--- config.mk ---
export PLATFORM = sky130hd
export DESIGN_NAME = reg2axil
export DESIGN_NICKNAME = d
export VERILOG_FILES = /design/src/rtl/reg2axil.sv
export SDC_FILE = /design/constraint.sdc
export NUM_CORES = 1
export LEC_CHECK = 0
export BUFFER_PORTS_ARGS = -buffer_cell sky130_fd_sc_hd__buf_2
export CAP_MARGIN = 20
export CORE_AREA = 3 3 142 89
export CTS_BUF_LIST = sky130_fd_sc_hd__clkbuf_2 sky130_fd_sc_hd__clkbuf_4 sky130_fd_sc_hd__clkbuf_8
export DETAILED_ROUTE_END_ITERATION = 12
export DIE_AREA = 0 0 145 92
export GPL_ROUTABILITY_DRIVEN = 0
export PLACE_DENSITY = 0.88
export SLEW_MARGIN = 20
export SYNTH_ARGS = -nofsm -noshare
export SYNTH_HDL_FRONTEND = slang
export SYNTH_SLANG_ARGS = --single-unit
--- constraint.sdc ---
create_clock -name clk -period 1.65 [get_ports clk]
set_input_delay 0.33 -clock clk [delete_from_list [all_inputs] [get_ports clk]]
set_output_delay 0.33 -clock clk [all_outputs]
set_load 0.02 [all_outputs]
--- src/rtl/reg2axil.sv ---
`default_nettype none
// +----------------------------------------------------------------------------+
// | Module  : reg2axil                                                         |
// | Purpose : Bridges a simple valid/ready register request port onto an       |
// |           AXI4-Lite master. One transaction is in flight at a time, and    |
// |           each one ends with a single-cycle rsp_valid completion pulse.    |
// | Revision: 1.0  initial release                                             |
// +----------------------------------------------------------------------------+
module reg2axil #(
  parameter int ADDR_WIDTH = 32,
  parameter int DATA_WIDTH = 32,
  parameter int STRB_WIDTH = DATA_WIDTH / 8
) (
  input  logic                  clk,
  input  logic                  rst_n,
  // request / response port
  input  logic                  req_valid,
  output logic                  req_ready,
  input  logic                  req_we,
  input  logic [ADDR_WIDTH-1:0] req_addr,
  input  logic [DATA_WIDTH-1:0] req_wdata,
  input  logic [STRB_WIDTH-1:0] req_wstrb,
  output logic                  rsp_valid,
  output logic [DATA_WIDTH-1:0] rsp_rdata,
  output logic [1:0]            rsp_resp,
  // AXI-Lite read address
  output logic [ADDR_WIDTH-1:0] m_axil_araddr,
  output logic [2:0]            m_axil_arprot,
  output logic                  m_axil_arvalid,
  input  logic                  m_axil_arready,
  // AXI-Lite read data
  input  logic [DATA_WIDTH-1:0] m_axil_rdata,
  input  logic [1:0]            m_axil_rresp,
  input  logic                  m_axil_rvalid,
  output logic                  m_axil_rready,
  // AXI-Lite write address
  output logic [ADDR_WIDTH-1:0] m_axil_awaddr,
  output logic [2:0]            m_axil_awprot,
  output logic                  m_axil_awvalid,
  input  logic                  m_axil_awready,
  // AXI-Lite write data
  output logic [DATA_WIDTH-1:0] m_axil_wdata,
  output logic [STRB_WIDTH-1:0] m_axil_wstrb,
  output logic                  m_axil_wvalid,
  input  logic                  m_axil_wready,
  // AXI-Lite write response
  input  logic [1:0]            m_axil_bresp,
  input  logic                  m_axil_bvalid,
  output logic                  m_axil_bready
);

  localparam logic [2:0] S_IDLE    = 3'd0;
  localparam logic [2:0] S_WR_AW_W = 3'd1;
  localparam logic [2:0] S_WR_B    = 3'd2;
  localparam logic [2:0] S_RD_AR   = 3'd3;
  localparam logic [2:0] S_RD_R    = 3'd4;

  logic [2:0]            state_q,     state_d;
  logic [ADDR_WIDTH-1:0] addr_q,      addr_d;
  logic [DATA_WIDTH-1:0] wdata_q,     wdata_d;
  logic [STRB_WIDTH-1:0] wstrb_q,     wstrb_d;
  logic                  req_ready_q, req_ready_d;
  logic                  awvalid_q,   awvalid_d;
  logic                  wvalid_q,    wvalid_d;
  logic                  bready_q,    bready_d;
  logic                  arvalid_q,   arvalid_d;
  logic                  rready_q,    rready_d;
  logic                  rsp_valid_q, rsp_valid_d;
  logic [DATA_WIDTH-1:0] rsp_rdata_q, rsp_rdata_d;
  logic [1:0]            rsp_resp_q,  rsp_resp_d;

  // AW and W finish independently; a channel counts as done once its valid has dropped
  // or its handshake lands this cycle.
  logic w_aw_done;
  logic w_w_done;
  assign w_aw_done = !awvalid_q || m_axil_awready;
  assign w_w_done  = !wvalid_q  || m_axil_wready;

  // Next-state and next-output computation; every AXI handshake signal is produced as a
  // registered _d value so nothing on the master side is combinational from AXI inputs.
  always_comb begin
    state_d     = state_q;
    addr_d      = addr_q;
    wdata_d     = wdata_q;
    wstrb_d     = wstrb_q;
    awvalid_d   = awvalid_q;
    wvalid_d    = wvalid_q;
    bready_d    = bready_q;
    arvalid_d   = arvalid_q;
    rready_d    = rready_q;
    rsp_valid_d = 1'b0;
    rsp_rdata_d = rsp_rdata_q;
    rsp_resp_d  = rsp_resp_q;
    case (state_q)
      S_IDLE: begin
        if (req_valid && req_ready_q) begin
          addr_d  = req_addr;
          wdata_d = req_wdata;
          wstrb_d = req_wstrb;
          if (req_we) begin
            awvalid_d = 1'b1;
            wvalid_d  = 1'b1;
            state_d   = S_WR_AW_W;
          end else begin
            arvalid_d = 1'b1;
            state_d   = S_RD_AR;
          end
        end
      end
      S_WR_AW_W: begin
        if (awvalid_q && m_axil_awready) awvalid_d = 1'b0;
        if (wvalid_q && m_axil_wready)   wvalid_d  = 1'b0;
        if (w_aw_done && w_w_done) begin
          bready_d = 1'b1;
          state_d  = S_WR_B;
        end
      end
      S_WR_B: begin
        if (m_axil_bvalid) begin
          bready_d    = 1'b0;
          rsp_valid_d = 1'b1;
          rsp_resp_d  = m_axil_bresp;
          state_d     = S_IDLE;
        end
      end
      S_RD_AR: begin
        if (m_axil_arready) begin
          arvalid_d = 1'b0;
          rready_d  = 1'b1;
          state_d   = S_RD_R;
        end
      end
      S_RD_R: begin
        if (m_axil_rvalid) begin
          rready_d    = 1'b0;
          rsp_valid_d = 1'b1;
          rsp_rdata_d = m_axil_rdata;
          rsp_resp_d  = m_axil_rresp;
          state_d     = S_IDLE;
        end
      end
      default: begin
        awvalid_d = 1'b0;
        wvalid_d  = 1'b0;
        bready_d  = 1'b0;
        arvalid_d = 1'b0;
        rready_d  = 1'b0;
        state_d   = S_IDLE;
      end
    endcase
    // Ready is registered so it is low during reset and rises on the first edge after it.
    req_ready_d = (state_d == S_IDLE);
  end

  // State and output registers; reset abandons any transaction in flight.
  always_ff @(posedge clk or negedge rst_n) begin
    if (!rst_n) begin
      state_q     <= S_IDLE;
      addr_q      <= '0;
      wdata_q     <= '0;
      wstrb_q     <= '0;
      req_ready_q <= 1'b0;
      awvalid_q   <= 1'b0;
      wvalid_q    <= 1'b0;
      bready_q    <= 1'b0;
      arvalid_q   <= 1'b0;
      rready_q    <= 1'b0;
      rsp_valid_q <= 1'b0;
      rsp_rdata_q <= '0;
      rsp_resp_q  <= 2'b00;
    end else begin
      state_q     <= state_d;
      addr_q      <= addr_d;
      wdata_q     <= wdata_d;
      wstrb_q     <= wstrb_d;
      req_ready_q <= req_ready_d;
      awvalid_q   <= awvalid_d;
      wvalid_q    <= wvalid_d;
      bready_q    <= bready_d;
      arvalid_q   <= arvalid_d;
      rready_q    <= rready_d;
      rsp_valid_q <= rsp_valid_d;
      rsp_rdata_q <= rsp_rdata_d;
      rsp_resp_q  <= rsp_resp_d;
    end
  end

  assign req_ready      = req_ready_q;
  assign rsp_valid      = rsp_valid_q;
  assign rsp_rdata      = rsp_rdata_q;
  assign rsp_resp       = rsp_resp_q;
  assign m_axil_araddr  = addr_q;
  assign m_axil_arprot  = 3'b000;
  assign m_axil_arvalid = arvalid_q;
  assign m_axil_rready  = rready_q;
  assign m_axil_awaddr  = addr_q;
  assign m_axil_awprot  = 3'b000;
  assign m_axil_awvalid = awvalid_q;
  assign m_axil_wdata   = wdata_q;
  assign m_axil_wstrb   = wstrb_q;
  assign m_axil_wvalid  = wvalid_q;
  assign m_axil_bready  = bready_q;

endmodule
`default_nettype wire

After elaboration in Yosys (flattened, before gate mapping)
Cells that the tools add are included.
{"block": "classes", "bitwise_logic": 4, "div": 0, "addsub": 0, "n_mux": 29, "magnitude_cmp": 0, "reduce_logical": 23, "mul": 0, "n_shift": 0, "eq_ne": 13}
{"op": "$ne A2 B2 Y1 const B", "n": 9}
{"op": "$mux W3", "n": 5}
{"op": "$pmux W1 S3", "n": 5}
{"op": "$pmux W3 S5", "n": 1}
{"op": "$mux W1", "n": 13}
{"op": "$reduce_and A4 Y1", "n": 3}
{"op": "$reduce_or A3 Y1", "n": 4}
{"op": "$reduce_and A3 Y1", "n": 3}
{"op": "$eq A3 B2 Y1 const B", "n": 2}
{"op": "$logic_not A3 Y1", "n": 2}
{"op": "$mux W2", "n": 3}
{"op": "$logic_and A1 B1 Y1", "n": 4}
{"op": "$not A1 Y1", "n": 4}
{"op": "$pmux W2 S2", "n": 1}
{"op": "$reduce_and A2 Y1", "n": 2}
{"op": "$eq A3 B1 Y1 const B", "n": 1}
{"op": "$eq A3 B3 Y1 const B", "n": 1}
{"op": "$logic_not A1 Y1", "n": 2}
{"op": "$logic_or A1 B1 Y1", "n": 2}
{"op": "$pmux W1 S2", "n": 1}
{"op": "$reduce_bool A2 Y1", "n": 1}
{"block": "totals", "word_cells": 82, "mem_bits_rw": 0, "latch_bits": 0, "romBits": 0, "mem_count": 0, "reg_bits": 112}

Depth between registers and ports, before layout
Gate-level depths: netlist of run 1.
{"block": "logic_depth", "ltp_word": 6, "ltp_mapped": 8, "ltp_nobuf": 4}

Least setup slack after synthesis of run 1
Ideal clock, no wire load.
{"block": "synth_timing", "path_type": "reg2reg", "startpoint": "reg state_q[0]", "endpoint": "reg addr_q[14], in the netlist m_axil_araddr[14]", "period_less_slack_ns": 1.716, "slack_ns": -0.066, "path_buffers": 4, "t_arrival_ns": 1.599, "path_stages_with_launch": 9, "t_required_ns": 1.533, "path_cell_list": "dfrtp_1 clkbuf_2 or2_1 or3_1 buf_6 buf_6 buf_6 nand2_1 nand2_1"}
{"block": "synth_via", "elab_chain_cells": 2}
{"element": "start: declaration", "line_no": "58", "text": "logic [2:0] state_q, state_d;"}
{"element": "start signal: assignment", "line_no": "172", "text": "state_q <= state_d;"}
{"element": "$logic_not A3 Y1", "line_no": "94", "text": "case (state_q)"}
{"element": "$reduce_and A2 Y1 (no source line)"}
{"element": "end signal: assignment", "line_no": "173", "text": "addr_q <= addr_d;"}
{"element": "end: declaration", "line_no": "59", "text": "logic [ADDR_WIDTH-1:0] addr_q, addr_d;"}
No other way between the ends.
A chain may end at the register's enable or synchronous reset.

Worst setup path after layout of run 1
{"block": "layout_timing", "startpoint": "reg state_q[0]", "endpoint": "reg rsp_resp_q[0], in the netlist rsp_resp[0]"}
{"block": "layout_via", "elab_chain_cells": 3, "elab_cells_between_ends": 7}
{"element": "$eq A3 B2 Y1 / $eq A3 B3 Y1 (equally long branches)", "line_no": "94"}
{"element": "$ne A2 B2 Y1 (no source line) / $reduce_bool A2 Y1 (equally long branches)"}
{"element": "$reduce_and A3 Y1 (no source line)"}
{"element": "end signal: assignment", "line_no": "184", "text": "rsp_resp_q <= rsp_resp_d;"}
{"element": "end: declaration", "line_no": "70", "text": "logic [1:0] rsp_resp_q, rsp_resp_d;"}
Parallel ways exist; a longest one is shown, timed or not.

==> out/metrics.cfg, run 1 <==
[global_route]
grt_max_degree = 54
track_usage_pct = 17.8
grt_pass1_wl_um = 19200
grt_pass1_vias = 3790
grt.overflow.total = 0
antenna_found_initial = 0

[setup_path]
reg2reg_slack_ns = 0.02
crit_type = reg -> reg
cp-end-kind = flop
crit_arrival_ns = 1.89
cp-start-kind = flop
rr_startpoint = state_q[0]
path_cells = buf_4 > nor2_1 > buf_4 > nand2_1 > mux2_2 > mux2_2
cp.depth = 6
crit_buf_inv = 2
cp_top_family = multiplexers
cpMaxStageDelayCell = dfrtp_1
worstReg2RegEnd = rsp_resp[0]
cpPeakStageDelay_ns = 0.39
critical_path_peak_fanout = 7
ff2ff_path_depth = 6
worstSetupEndpoint = rsp_resp[0]
startpoint = state_q[0]
worstPathRequired_ns = 1.91

[cts]
ctsLongestPathBuffers = 2
cts-root-buf = clkbuf_8
htree_levels = 3
path_clk_slew_ns = 0.12
cts-buffers-inserted = 9
cts_tree = done
clk_latency_ns = 0.37
clock-sinks = 112

[logic_synthesis]
netlist_instances = 452
yosys_warnings = 0
synth_cell_types = 33
ys_seq_area_share_pct = 60.5
ys_seq_elements = 112
postSynthAreaPerCell_sq_um = 10.2
syn_area_sq_um = 4630

[power_and_ir_drop]
leakage_nw = 3.63
peakVddDrop_mv = 0.951
powerDensity_nw_per_um2 = 2050

[flow_run]
drv_cap = 0

[layout]
num-nets-final = 797
diodes = 0
layout_commonest_cell = buf_2
layout.cells.non_filler = 849
fillers = 1001
syn2layout_area_growth_pct = 34.8
final_area_sq_um = 6240
layout-drive-gt1-share_pct = 48.3
layout_common_cells = buf_2, nand2_1, dfrtp_1

[place]
io_buffers = 253
dpl_cell_area_sq_um = 5920
pre_cts_slack_ns = -0.0337
dp_cells = 826
dp_hpwl_um = 9120

[timing]
setup_ws_ns = 0.0151
drv_slew = 0
min_period_ns = 1.63
fmax_mhz = 612
period_share_pct = 99.1
setup_tns_ns = 0
finClkSkew_ns = 0.0116
hold_viol_final = 0
setup-violations-final = 0

[routing]
firstDrtPassIters = 4
drt-vias-per-instance = 4.52
initialDrtViolationCount = 117
route.vias.total = 3840
postRouteAntennaNets = 0
drcViolationCount = 0
wl_per_cell_um = 14.7
drt-total-wl_um = 12500

[floorplan]
die_y_um = 92
die_w_um = 145
core_area_sq_um = 11300
dieArea_sq_um = 13300
rows = 30
pin_count = 260
start_util_pct = 41.0

[hold_path]
hold_class = in -> reg

[outcome]
outcome = complete, no violations

[cell families (layout without fill, tap and decap cells)]
group / after synthesis / after routing / synth area share (%)
AOI/OAI and AO/OA: 14 / 14 / 2.30
muxes: 37 / 37 / 9.00
other: 1 / 6 / 0.0810
and+or+nand+nor: 224 / 224 / 19.0
DFF: 112 / 112 / 60.5
buffers and inverters: 64 / 296 / 9.05
[cell usage after synthesis]
master / n / area share [%]
a21o_1: 1 / 0.16
a21oi_1: 3 / 0.32
a31oi_1: 1 / 0.14
and3_1: 1 / 0.14
buf_2: 10 / 1.1
buf_4: 38 / 6.2
buf_6: 3 / 0.73
clkbuf_1: 8 / 0.65
clkbuf_2: 1 / 0.11
conb_1: 1 / 0.081
dfrtp_1: 112 / 61
inv_1: 4 / 0.32
mux2_1: 1 / 0.24
mux2_2: 36 / 8.8
nand2_1: 208 / 17
nand2b_1: 1 / 0.14
nand3_1: 2 / 0.22
nand3b_1: 1 / 0.16
nand4_1: 1 / 0.14
nor2_1: 3 / 0.24
nor2b_1: 1 / 0.14
nor3_1: 1 / 0.11
nor3_2: 1 / 0.22
nor3b_2: 1 / 0.27
o211a_1: 2 / 0.43
o21ai_0: 2 / 0.22
o221ai_1: 1 / 0.19
o221ai_2: 1 / 0.32
o22a_1: 1 / 0.19
o22ai_1: 1 / 0.14
o32ai_1: 1 / 0.19
or2_1: 1 / 0.14
or3_1: 2 / 0.27
[how the worst min path moves through the flow]
stage | cells after the start | from | slack (ns) | endpoint
2_1_floorplan | 0 | rst_n | 0.03 | m_axil_araddr[0]
3_3_place_gp | 1 | rst_n | 0.18 | m_axil_wdata[20]
3_5_place_dp | 1 | rst_n | 0.19 | m_axil_wdata[20]
4_1_cts | 3 | req_wstrb[0] | 0.11 | m_axil_wstrb[0]
5_1_grt | 3 | req_addr[7] | 0.13 | m_axil_araddr[7]
6_report | 3 | req_addr[31] | 0.14 | m_axil_araddr[31]
[state kept, by name, summed over array words and instances, names as in the netlist, 2 cells and up]
signal         count
m_axil_araddr     32
m_axil_wdata      32
rsp_rdata         32
m_axil_wstrb       4
state_q            3
rsp_resp           2
[power by group]
group | total [W] | switching, W | leakage, nW | internal, W
sequential | 0.00472 | 0.000736 | 1.41 | 0.00398
combinational | 0.00626 | 0.00398 | 2.10 | 0.00227
clock | 0.00183 | 0.000958 | 0.115 | 0.000873
total | 0.0128 | 0.00568 | 3.63 | 0.00713
[metrics by stage]
stage               util [%]  hold slack, ns  power (W)
detailed placement      52.4           0.186     0.0110
CTS                     54.5           0.108     0.0129
global route            55.2           0.126     0.0136
floorplan                  -          0.0344    0.00900
finish                  55.2           0.142     0.0128
global placement        52.4           0.184     0.0108
[final cells by class]
cell class	instances	area, sq um	share of cell area [%]
repair buffers	276	1550	24.9
multi-input cells	281	1450	23.2
well taps	160	200	3.21
flip-flops and latches	112	2800	44.9
clock buffers	9	124	1.98
clock inverters	7	100	1.60
inverters	4	15.0	0.241
[repair_timing]
action                     in CTS  in global routing
setup endpoints to repair      24                 40
hold endpoints to repair       10                  0
cloned                          0                  2
setup buffers                   0                  4
pin swaps                       0                  1
resized for setup               1                  2
hold buffers                    1                  0
[worst min-delay path: cells and delay by family]
family | cells | cell delay, ns
buffers and inverters | 1 | 0.08
AND/OR/NAND/NOR | 2 | 0.09
[layer usage]
layer | share of wire (%) | global-route usage (%) | up-vias | wire (um)
li1 | - | - | 1842 | -
met1 | 42 | 22.1 | 1823 | 5280
met2 | 49 | 29.9 | 159 | 6070
met3 | 8.0 | 6.32 | 16 | 1000
met4 | 1.2 | 4.58 | 0 | 147
met5 | 0 | 0 | - | 0
(Power assumes the default switching activity.)
==> inputs of run 2 (changes only) <==
==> config.mk (replaced) <==
export PLATFORM = sky130hd
export DESIGN_NAME = reg2axil
export DESIGN_NICKNAME = d
export VERILOG_FILES = /design/src/rtl/reg2axil.sv
export SDC_FILE = /design/constraint.sdc
export NUM_CORES = 1
export LEC_CHECK = 0
export CAP_MARGIN = 20
export CORE_AREA = 3 3 119 75
export CTS_BUF_LIST = sky130_fd_sc_hd__clkbuf_2 sky130_fd_sc_hd__clkbuf_4 sky130_fd_sc_hd__clkbuf_8
export DETAILED_ROUTE_END_ITERATION = 12
export DIE_AREA = 0 0 122 78
export DONT_BUFFER_PORTS = 1
export GPL_ROUTABILITY_DRIVEN = 0
export PLACE_DENSITY_LB_ADDON = 0.05
export SLEW_MARGIN = 20
export SYNTH_ARGS = -nofsm -noshare
export SYNTH_HDL_FRONTEND = slang
export SYNTH_SLANG_ARGS = --single-unit
==> run 2 against run 1 <==
The flow now finishes with violations (negative hold slack). Largest power group is now sequential cells. Clock power fell by 13%. Critical endpoint is now rsp_rdata[10]. Fmax grew 4.8%. Die area shrank 29%.
==> out/metrics.cfg, run 2 (synthesis gave the netlist of run 1 again) <==
[routing]
wl_per_cell_um = 19.3  ; +31%
firstDrtPassIters = 6  ; +2
drt-total-wl_um = 10400  ; -17%
initialDrtViolationCount = 170  ; +45%
postRouteAntennaNets = 0  ; unchanged
route.vias.total = 2844  ; -26%
drcViolationCount = 0  ; unchanged
drt-vias-per-instance = 5.29  ; +17%

[timing]
hold_ws_ns = -0.351  ; -0.493 ns
period_share_pct = 94.5  ; -4.6 points
finClkSkew_ns = 0.00466  ; -0.00692 ns
rsz0062_at_grt = false
setup_ws_ns = 0.0903  ; +0.0751 ns
setup-violations-final = 0  ; unchanged
min_period_ns = 1.56  ; -0.0751 ns
drv_slew = 0  ; unchanged
hold_viol_final = 112  ; +112
fmax_mhz = 641  ; +4.8%

[setup_path]
critical_path_peak_fanout = 16  ; +9
worstPathRequired_ns = 1.90  ; about the same
crit_buf_inv = 2  ; unchanged
path_cells = buf_4 > nor2_4 > and3_4 > buf_12 > mux2_2
reg2reg_slack_ns = 0.09  ; +0.08 ns
cp-start-kind = flop
crit_arrival_ns = 1.81  ; -0.08 ns
cpPeakStageDelay_ns = 0.39  ; about the same
crit_type = reg -> reg
cpMaxStageDelayCell = dfrtp_1
cp-end-kind = flop
cp_top_family = flip-flops

[cts]
cts-root-buf = clkbuf_8
htree_levels = 3  ; unchanged
clk_latency_ns = 0.36  ; about the same
cts-buffers-inserted = 9  ; unchanged
ctsLongestPathBuffers = 2  ; unchanged
cts_setup_buffers = 0  ; unchanged
clock-sinks = 112  ; unchanged
cts_tree = done
path_clk_slew_ns = 0.10  ; -0.02 ns

[global_route]
top_usage_layer = met2
gr-usage-met2_pct = 36.3  ; +6.4 points
grt_pass1_wl_um = 16000  ; -16%
grt.overflow.total = 0  ; unchanged
grt_max_degree = 113  ; +110%
track_usage_pct = 22.2  ; +4.4 points
antenna_found_initial = 0  ; unchanged
use_met1_pct = 26.6  ; +4.5 points
grtUsageMet3_pct = 10.8  ; +4.5 points
grt_pass1_vias = 2914  ; -23%

[layout]
layout-drive-gt1-share_pct = 17.7  ; -31 points
num-nets-final = 538  ; -32%
syn2layout_area_growth_pct = 3.59
fillers = 646  ; -35%
diodes = 0  ; unchanged
multi_input_area_sq_um = 1450  ; +0.52%
layout_commonest_cell = nand2_1
layout_common_cells = nand2_1, dfrtp_1, mux2_2
area.sequential_sq_um = 2800  ; unchanged

[place]
pre_cts_slack_ns = -0.00874  ; +0.0249 ns
dp_hpwl_um = 7650  ; -16%
io_buffers = 0  ; -100%

[power_and_ir_drop]
powerDensity_nw_per_um2 = 2270  ; +11%
leakage_nw = 2.48  ; -32%
power.total_w = 0.0109  ; -15%
peakVddDrop_mv = 0.904  ; -4.9%

[floorplan]
die_w_um = 122  ; -16%
core_area_sq_um = 7850  ; -31%
rows = 25  ; -17%
pin_count = 260  ; unchanged
die_y_um = 78  ; -15%
start_util_pct = 59.0  ; +18 points
dieArea_sq_um = 9520  ; -29%

[outcome]
outcome = finished with violations
failed_checks = negative hold slack

[flow_run]
drv_cap = 0  ; unchanged

[hold_path]
hold_class = in -> async

[run 2: changes by cell type in the layout (fill, tap and decap cells not counted), moves of 2 or more]
cell        previous run  this run
buf_6                  0         4
inv_6                  3         0
clkbuf_8               9        13
bufinv_16              2         0
buf_12                 6         2
buf_4                 15        10
clkbuf_16              2         0
clkinvlp_4             0         2
buf_2                252         0
[run 2: worst register-to-register path: stages (launching register included)]
cell and delay, ns:
dfrtp_1 0.39, buf_4 0.17, nor2_4 0.13, and3_4 0.25, buf_12 0.16, mux2_2 0.36
[run 2: metrics by stage]
| stage | std cells | hold slack, ns | utilization (%) | cell area [sq um] | TNS, ns |
|---|---|---|---|---|---|
| global placement | 521 | 0.0364 | 57.8 | 4530 | 0 |
| global route | 538 | -0.393 | 61.1 | 4800 | 0 |
| finish | 538 | -0.351 | 61.1 | 4800 | 0 |
| detailed placement | 521 | 0.0372 | 57.8 | 4530 | -0.0150 |
| CTS | 538 | -0.374 | 61.0 | 4790 | 0 |
| floorplan | 457 | 0.0344 | - | 4670 | -0.861 |
[run 2: repair_timing]
item	CTS	global route
gates cloned	1	0
hold endpoints to repair	112	112
gates resized for setup	6	4
setup endpoints to repair	32	71
[run 2: final cells by class]
cell class	count	share of cell area, %
Multi-Input combinational cell	281	30.3
Sequential cell	112	58.4
Tap cell	108	2.82
Inverter	4	0.313
Timing Repair Buffer	17	3.91
Clock buffer	13	3.73
Clock inverter	3	0.496
[run 2: final timing paths]
check                           cells after the start              from               end
worst min register to register                      2  m_axil_wdata[24]  m_axil_wdata[24]
worst max-delay path                                5        state_q[0]     rsp_rdata[10]
max in group asynchronous                           0             rst_n        state_q[1]
worst max register to register                      5        state_q[0]     rsp_rdata[10]
worst min-delay path                                0             rst_n     rsp_rdata[25]
min in group clk                                    2     req_wdata[14]  m_axil_wdata[14]
[run 2: report_power, final]
part           switching, W  leakage (nW)  internal, W
clock network      0.000878        0.0979     0.000718
logic               0.00125         0.970      0.00108
registers           0.00300          1.41      0.00396
[run 2: metal layers]
layer  vias up  part of all wire (%)
li1       1320                     -
met1      1377                    37
met2       139                    52
met3         8                    10
met4         0                  0.79
met5         -                     0
